==> src/rtl/mul_pkg.sv <==
// Shared definitions for the iterative RV32M multiplier: op codes, FSM states
// and helpers used by both the sequencer and its datapath.
package mul_pkg;

  typedef enum logic [1:0] {
    MUL_LO  = 2'b00,
    MUL_HSS = 2'b01,
    MUL_HSU = 2'b10,
    MUL_HUU = 2'b11
  } mul_op_e;

  typedef enum logic [1:0] {
    ST_IDLE = 2'b00,
    ST_RUN  = 2'b01,
    ST_DONE = 2'b10
  } mul_state_e;

  function automatic int cnt_width(input int xlen);
    return $clog2(xlen);
  endfunction

  // MULH and MULHSU treat rs1 as signed; only MULH treats rs2 as signed.
  function automatic logic op_a_signed(input mul_op_e op);
    return (op == MUL_HSS) || (op == MUL_HSU);
  endfunction

  function automatic logic op_b_signed(input mul_op_e op);
    return (op == MUL_HSS);
  endfunction

endpackage

==> src/rtl/mul_datapath.sv <==
// Operand, accumulator and result registers of the shift-add multiplier,
// sequenced by load/step/finish strobes from mul_seq.
module mul_datapath
  import mul_pkg::*;
#(
  parameter int XLEN = 32
) (
  input  logic            clk,
  input  logic            rst_n,
  input  logic            load,
  input  logic            step,
  input  logic            finish,
  input  logic [1:0]      op,
  input  logic [XLEN-1:0] a,
  input  logic [XLEN-1:0] b,
  output logic [XLEN-1:0] result
);

  mul_op_e           op_in;
  mul_op_e           op_q;
  logic              sa_in, sb_in;
  logic              sa, sb;
  logic [XLEN-1:0]   a_mag, b_mag;
  logic [XLEN-1:0]   mcand, mplier;
  logic [2*XLEN-1:0] acc, acc_next, prod;
  logic [XLEN:0]     sum;
  logic [XLEN-1:0]   res_next;
  logic              unused_acc_lsb;

  always_comb begin
    op_in = mul_op_e'(op);
    sa_in = a[XLEN-1] & op_a_signed(op_in);
    sb_in = b[XLEN-1] & op_b_signed(op_in);
    a_mag = sa_in ? -a : a;
    b_mag = sb_in ? -b : b;
  end

  // The final step and the sign fixup happen in the same edge, so the result
  // is built from the post-step accumulator rather than the registered one.
  always_comb begin
    sum      = {1'b0, acc[2*XLEN-1:XLEN]} + (mplier[0] ? {1'b0, mcand} : '0);
    acc_next = {sum, acc[XLEN-1:1]};
    prod     = (sa ^ sb) ? -acc_next : acc_next;
    res_next = (op_q == MUL_LO) ? prod[XLEN-1:0] : prod[2*XLEN-1:XLEN];
  end

  assign unused_acc_lsb = acc[0];

  always_ff @(posedge clk or negedge rst_n) begin
    if (!rst_n) begin
      op_q   <= MUL_LO;
      sa     <= 1'b0;
      sb     <= 1'b0;
      mcand  <= '0;
      mplier <= '0;
      acc    <= '0;
      result <= '0;
    end else begin
      if (load) begin
        op_q   <= op_in;
        sa     <= sa_in;
        sb     <= sb_in;
        mcand  <= a_mag;
        mplier <= b_mag;
        acc    <= '0;
      end else if (step) begin
        acc    <= acc_next;
        mplier <= mplier >> 1;
      end
      if (finish) begin
        result <= res_next;
      end
    end
  end

endmodule

==> src/rtl/mul_seq.sv <==
// Radix-2 shift-add multiply sequencer: accepts one RV32M multiply, iterates
// one multiplier bit per cycle while busy, then pulses done with the result.
module mul_seq
  import mul_pkg::*;
#(
  parameter int XLEN = 32
) (
  input  logic            clk,
  input  logic            rst_n,
  input  logic            start,
  input  logic [1:0]      op,
  input  logic [XLEN-1:0] a,
  input  logic [XLEN-1:0] b,
  input  logic            flush,
  output logic            busy,
  output logic            done,
  output logic [XLEN-1:0] result
);

  localparam int            CW       = cnt_width(XLEN);
  localparam logic [CW-1:0] CNT_LAST = CW'(XLEN - 1);

  mul_state_e    state, state_next;
  logic [CW-1:0] count;
  logic          load, step, finish;

  always_ff @(posedge clk or negedge rst_n) begin
    if (!rst_n) begin
      state <= ST_IDLE;
      count <= '0;
      busy  <= 1'b0;
      done  <= 1'b0;
    end else begin
      state <= state_next;
      busy  <= (state_next == ST_RUN);
      done  <= finish;
      if (load) begin
        count <= '0;
      end else if (step) begin
        count <= count + CW'(1);
      end
    end
  end

  // Flush wins over everything; start is only honoured in IDLE and DONE.
  always_comb begin
    state_next = state;
    load       = 1'b0;
    step       = 1'b0;
    finish     = 1'b0;
    case (state)
      ST_IDLE: begin
        if (start && !flush) begin
          state_next = ST_RUN;
          load       = 1'b1;
        end
      end
      ST_RUN: begin
        if (flush) begin
          state_next = ST_IDLE;
        end else begin
          step = 1'b1;
          if (count == CNT_LAST) begin
            state_next = ST_DONE;
            finish     = 1'b1;
          end
        end
      end
      ST_DONE: begin
        if (start && !flush) begin
          state_next = ST_RUN;
          load       = 1'b1;
        end else begin
          state_next = ST_IDLE;
        end
      end
      default: state_next = ST_IDLE;
    endcase
  end

  mul_datapath #(
    .XLEN(XLEN)
  ) u_datapath (
    .clk   (clk),
    .rst_n (rst_n),
    .load  (load),
    .step  (step),
    .finish(finish),
    .op    (op),
    .a     (a),
    .b     (b),
    .result(result)
  );

endmodule

==> config.mk <==
export PLATFORM = sky130hd
export DESIGN_NAME = mul_seq
export DESIGN_NICKNAME = d
export VERILOG_FILES = /design/src/rtl/mul_pkg.sv /design/src/rtl/mul_datapath.sv /design/src/rtl/mul_seq.sv
export SDC_FILE = /design/constraint.sdc
export NUM_CORES = 1
export LEC_CHECK = 0
export BUFFER_PORTS_ARGS = -buffer_cell sky130_fd_sc_hd__buf_2
export CAP_MARGIN = 5
export CORE_MARGIN = 1
export CORE_UTILIZATION = 40
export DETAILED_ROUTE_END_ITERATION = 8
export GPL_ROUTABILITY_DRIVEN = 0
export PLACE_DENSITY = 0.66
export SETUP_SLACK_MARGIN = 0.4
export SLEW_MARGIN = 20
export SYNTH_ARGS = -nofsm -noshare
export SYNTH_HDL_FRONTEND = slang
export SYNTH_SLANG_ARGS = --single-unit
==> constraint.sdc <==
create_clock -name clk -period 3.7 [get_ports clk]
set_input_delay 0.555 -clock clk [delete_from_list [all_inputs] [get_ports clk]]
set_output_delay 0.555 -clock clk [all_outputs]
set_load 0.005 [all_outputs]
==> results.toml <==
[clocking]
htreeDepth = 4
cts-buffers-inserted = 17
clock_latency_ns = 0.44
clock_path_buffers = 2
cts_root_buf = "clkbuf_16"
cts_tree = "built"
clkTransAtPathRegs_ns = 0.07
clock-sinks = 172

[logic_synthesis]
async_reset_ff_frac = 1.000
ys_types = 74
syn_inst = 1368
ys_seq_area_frac = 0.3695
ys_top_cells_by_area = "dfrtp_1 37%, xnor2_1 5.6%, nand2_1 5.3%"
yosys.area.top_type = "dfrtp_1"
synth_seq_cells = 172
ys_warn_count = 0
synth.avg_cell_area_um2 = 8.515
synth_area_um2 = 11650
ys.flop_type = "dfrtp_1"
syn_nets = 1477
synth.top_cell.area_share = 0.3695
synth_edf_count = 0

[floorplan]
fp.dieW_um = 172.7
initial_core_util = 0.4058
dieArea_um2 = 29810
num_rows = 62
core-area_um2 = 28700
io-pin-count = 104
die_h_um = 172.7

[timing]
setup-tns-final_ns = 0
slew_headroom = 0.3288
rsz0062_at_grt = "yes"
finalMaxSlewViolations = 0
max_freq_mhz = 280.4
period_share = 0.9637
hold_viol_final = 0
setup_ws_ns = 0.1343
setup_viol = 0
skew_ns = 0.01038
tightest_slew_ns = 1.006
finalCriticalPeriod_ns = 3.566

[global_routing]
grt.overflow.total = 0
grt_pass1_wl_um = 56110
grt_max_degree = 92
grt_pass1_vias = 10530
grtUsageTotal = 0.2318
antenna_found_initial = 2

[placed_design]
place_ws_ns = -0.03847
place_inst = 1857
place_area_um2 = 13090
dp_hpwl_um = 24720
io_buffers = 103

[route]
drcViolationCount = 0
wirelength_um = 34180
first_pass_iters = 5
vias_per_cell = 5.747
num_vias = 11020
drt_iter0_markers = 719
ant_nets = 0
wl_per_cell_um = 17.83

[status]
status = "finished clean"

[layout]
register_area_um2 = 4305
stdcell_area_um2 = 14550
layout.cells.most_common = "dfrtp_1"
layout_common_cells = "171 x dfrtp_1, 161 x nand2_1, 120 x o21ai_0, 102 x buf_2, 99 x buf_4"
drive_gt1_frac = 0.2507
multi_input_area_um2 = 7687
fillCellCount = 2671
fin_nets = 1628
syn_to_final_growth_pct = 24.93
fin_cells = 1917

[critical_path]
crit_path_cell_trace = "and2_4 -> ha_4 -> fa_2 -> a211oi_2 -> o211ai_1 -> buf_4 -> a41oi_2 -> xnor2_2 -> nor3_4 -> and3b_2 -> nor4bb_2 -> and3_4 -> mux2i_1 -> a21oi_1"
max_stage_delay_ns = 0.45
crit_fanout = 8
path_buf_inv = 1
worstPathArrival_ns = 3.88
cp-start-kind = "register"
worstSetupEndpointType = "register"
required_ns = 4.02
critical-path-slowest-cell = "dfrtp_2"
cp_top_family = "simple AND/OR/NAND/NOR gates"
crit_type = "reg2reg"

[power]
leakagePower_nw = 6.418
vdd_drop_max_mv = 0.3318
power.total_mw = 8.108
power.density_nw_per_um2 = 557.2

[flow_run]
max_cap_viol_count = 0

[min_path]
hold_path_class = "in2async"
state kept, by name (all words and copies together) (netlist names):
name,cells
u_datapath.acc,63
u_datapath.mcand,32
u_datapath.mplier,32
u_datapath.result,32
count,5
state,2
u_datapath.op_q,2
busy,1
done,1
u_datapath.sa,1
u_datapath.sb,1
stage by stage:
step                      utilization  hold slack, ns
final                          0.5070          0.1614
after global routing           0.5070          0.2493
after CTS                      0.4982          0.2257
after detailed placement       0.4559          0.4655
after global placement         0.4559          0.4593
after floorplan                     -          0.2594
routing by layer:
metal	share of wire	vias to the layer above	track usage	wire length, um
met4	0.034	2	0.09919	1166
met5	0.00038	-	0	13
met1	0.46	5250	0.3253	15590
met2	0.45	396	0.3528	15250
li1	-	5283	-	-
met3	0.063	86	0.03870	2161
final timing paths:
kind | from | end | slack [ns] | depth (start not counted)
setup / recovery | u_datapath.mplier[0]$_DFFE_PN0P_ | u_datapath.result[28]$_DFFE_PN0P_ | 0.13 | 14
hold / removal | rst_n | done$_DFF_PN0_ | 0.16 | 1
setup reg to reg | u_datapath.mplier[0]$_DFFE_PN0P_ | u_datapath.result[28]$_DFFE_PN0P_ | 0.13 | 14
hold reg to reg | u_datapath.result[17]$_DFFE_PN0P_ | u_datapath.result[17]$_DFFE_PN0P_ | 0.47 | 2
max in group asynchronous | rst_n | u_datapath.acc[10]$_DFFE_PN0P_ | 2.65 | 2
min in group clk | op[0] | u_datapath.op_q[0]$_DFFE_PN0P_ | 0.35 | 3
cell families (layout without fill, tap and decap cells):
kind of cell | after synthesis | after routing | synth area share
and+or+nand+nor | 433 | 433 | 0.1850
buffers and inverters | 112 | 276 | 0.03620
DFF | 172 | 172 | 0.3695
AOI/OAI and AO/OA | 474 | 474 | 0.2623
adders and majority gates | 39 | 39 | 0.04254
muxes | 6 | 6 | 0.005263
other | 0 | 1 | 0
xor gates and xnor gates | 132 | 132 | 0.09925
what timing repair did:
item,in CTS,in global routing
setup endpoints to repair,24,23
hold buffers,0,0
gates resized for setup,101,35
pin swaps,49,33
setup buffers,18,9
cell usage after synthesis, types with 38 or more instances:
library cell,count
xnor2_1,75
and2_1,42
clkbuf_1,75
o21ai_0,124
nand2_1,166
nor2_1,80
dfrtp_1,172
xor2_1,57
ha_1,38
a21oi_1,87
a22o_1,54
o21ai_1,43
where the power goes:
part / switching [mW] / internal [mW]
registers: 0.226 / 2.16
logic: 2.25 / 1.74
clock network: 0.833 / 0.893
total: 3.31 / 4.80
final cells by class:
type / instances / area share
antenna: 1 / 0.0001720
tap: 384 / 0.03302
timing repair buffer: 213 / 0.09690
inverter: 31 / 0.007996
clock inverter: 13 / 0.007394
sequential: 172 / 0.2958
multi-input combinational: 1084 / 0.5282
clock buffer: 19 / 0.03044
Note: power is estimated with default switching activity, not from simulation.
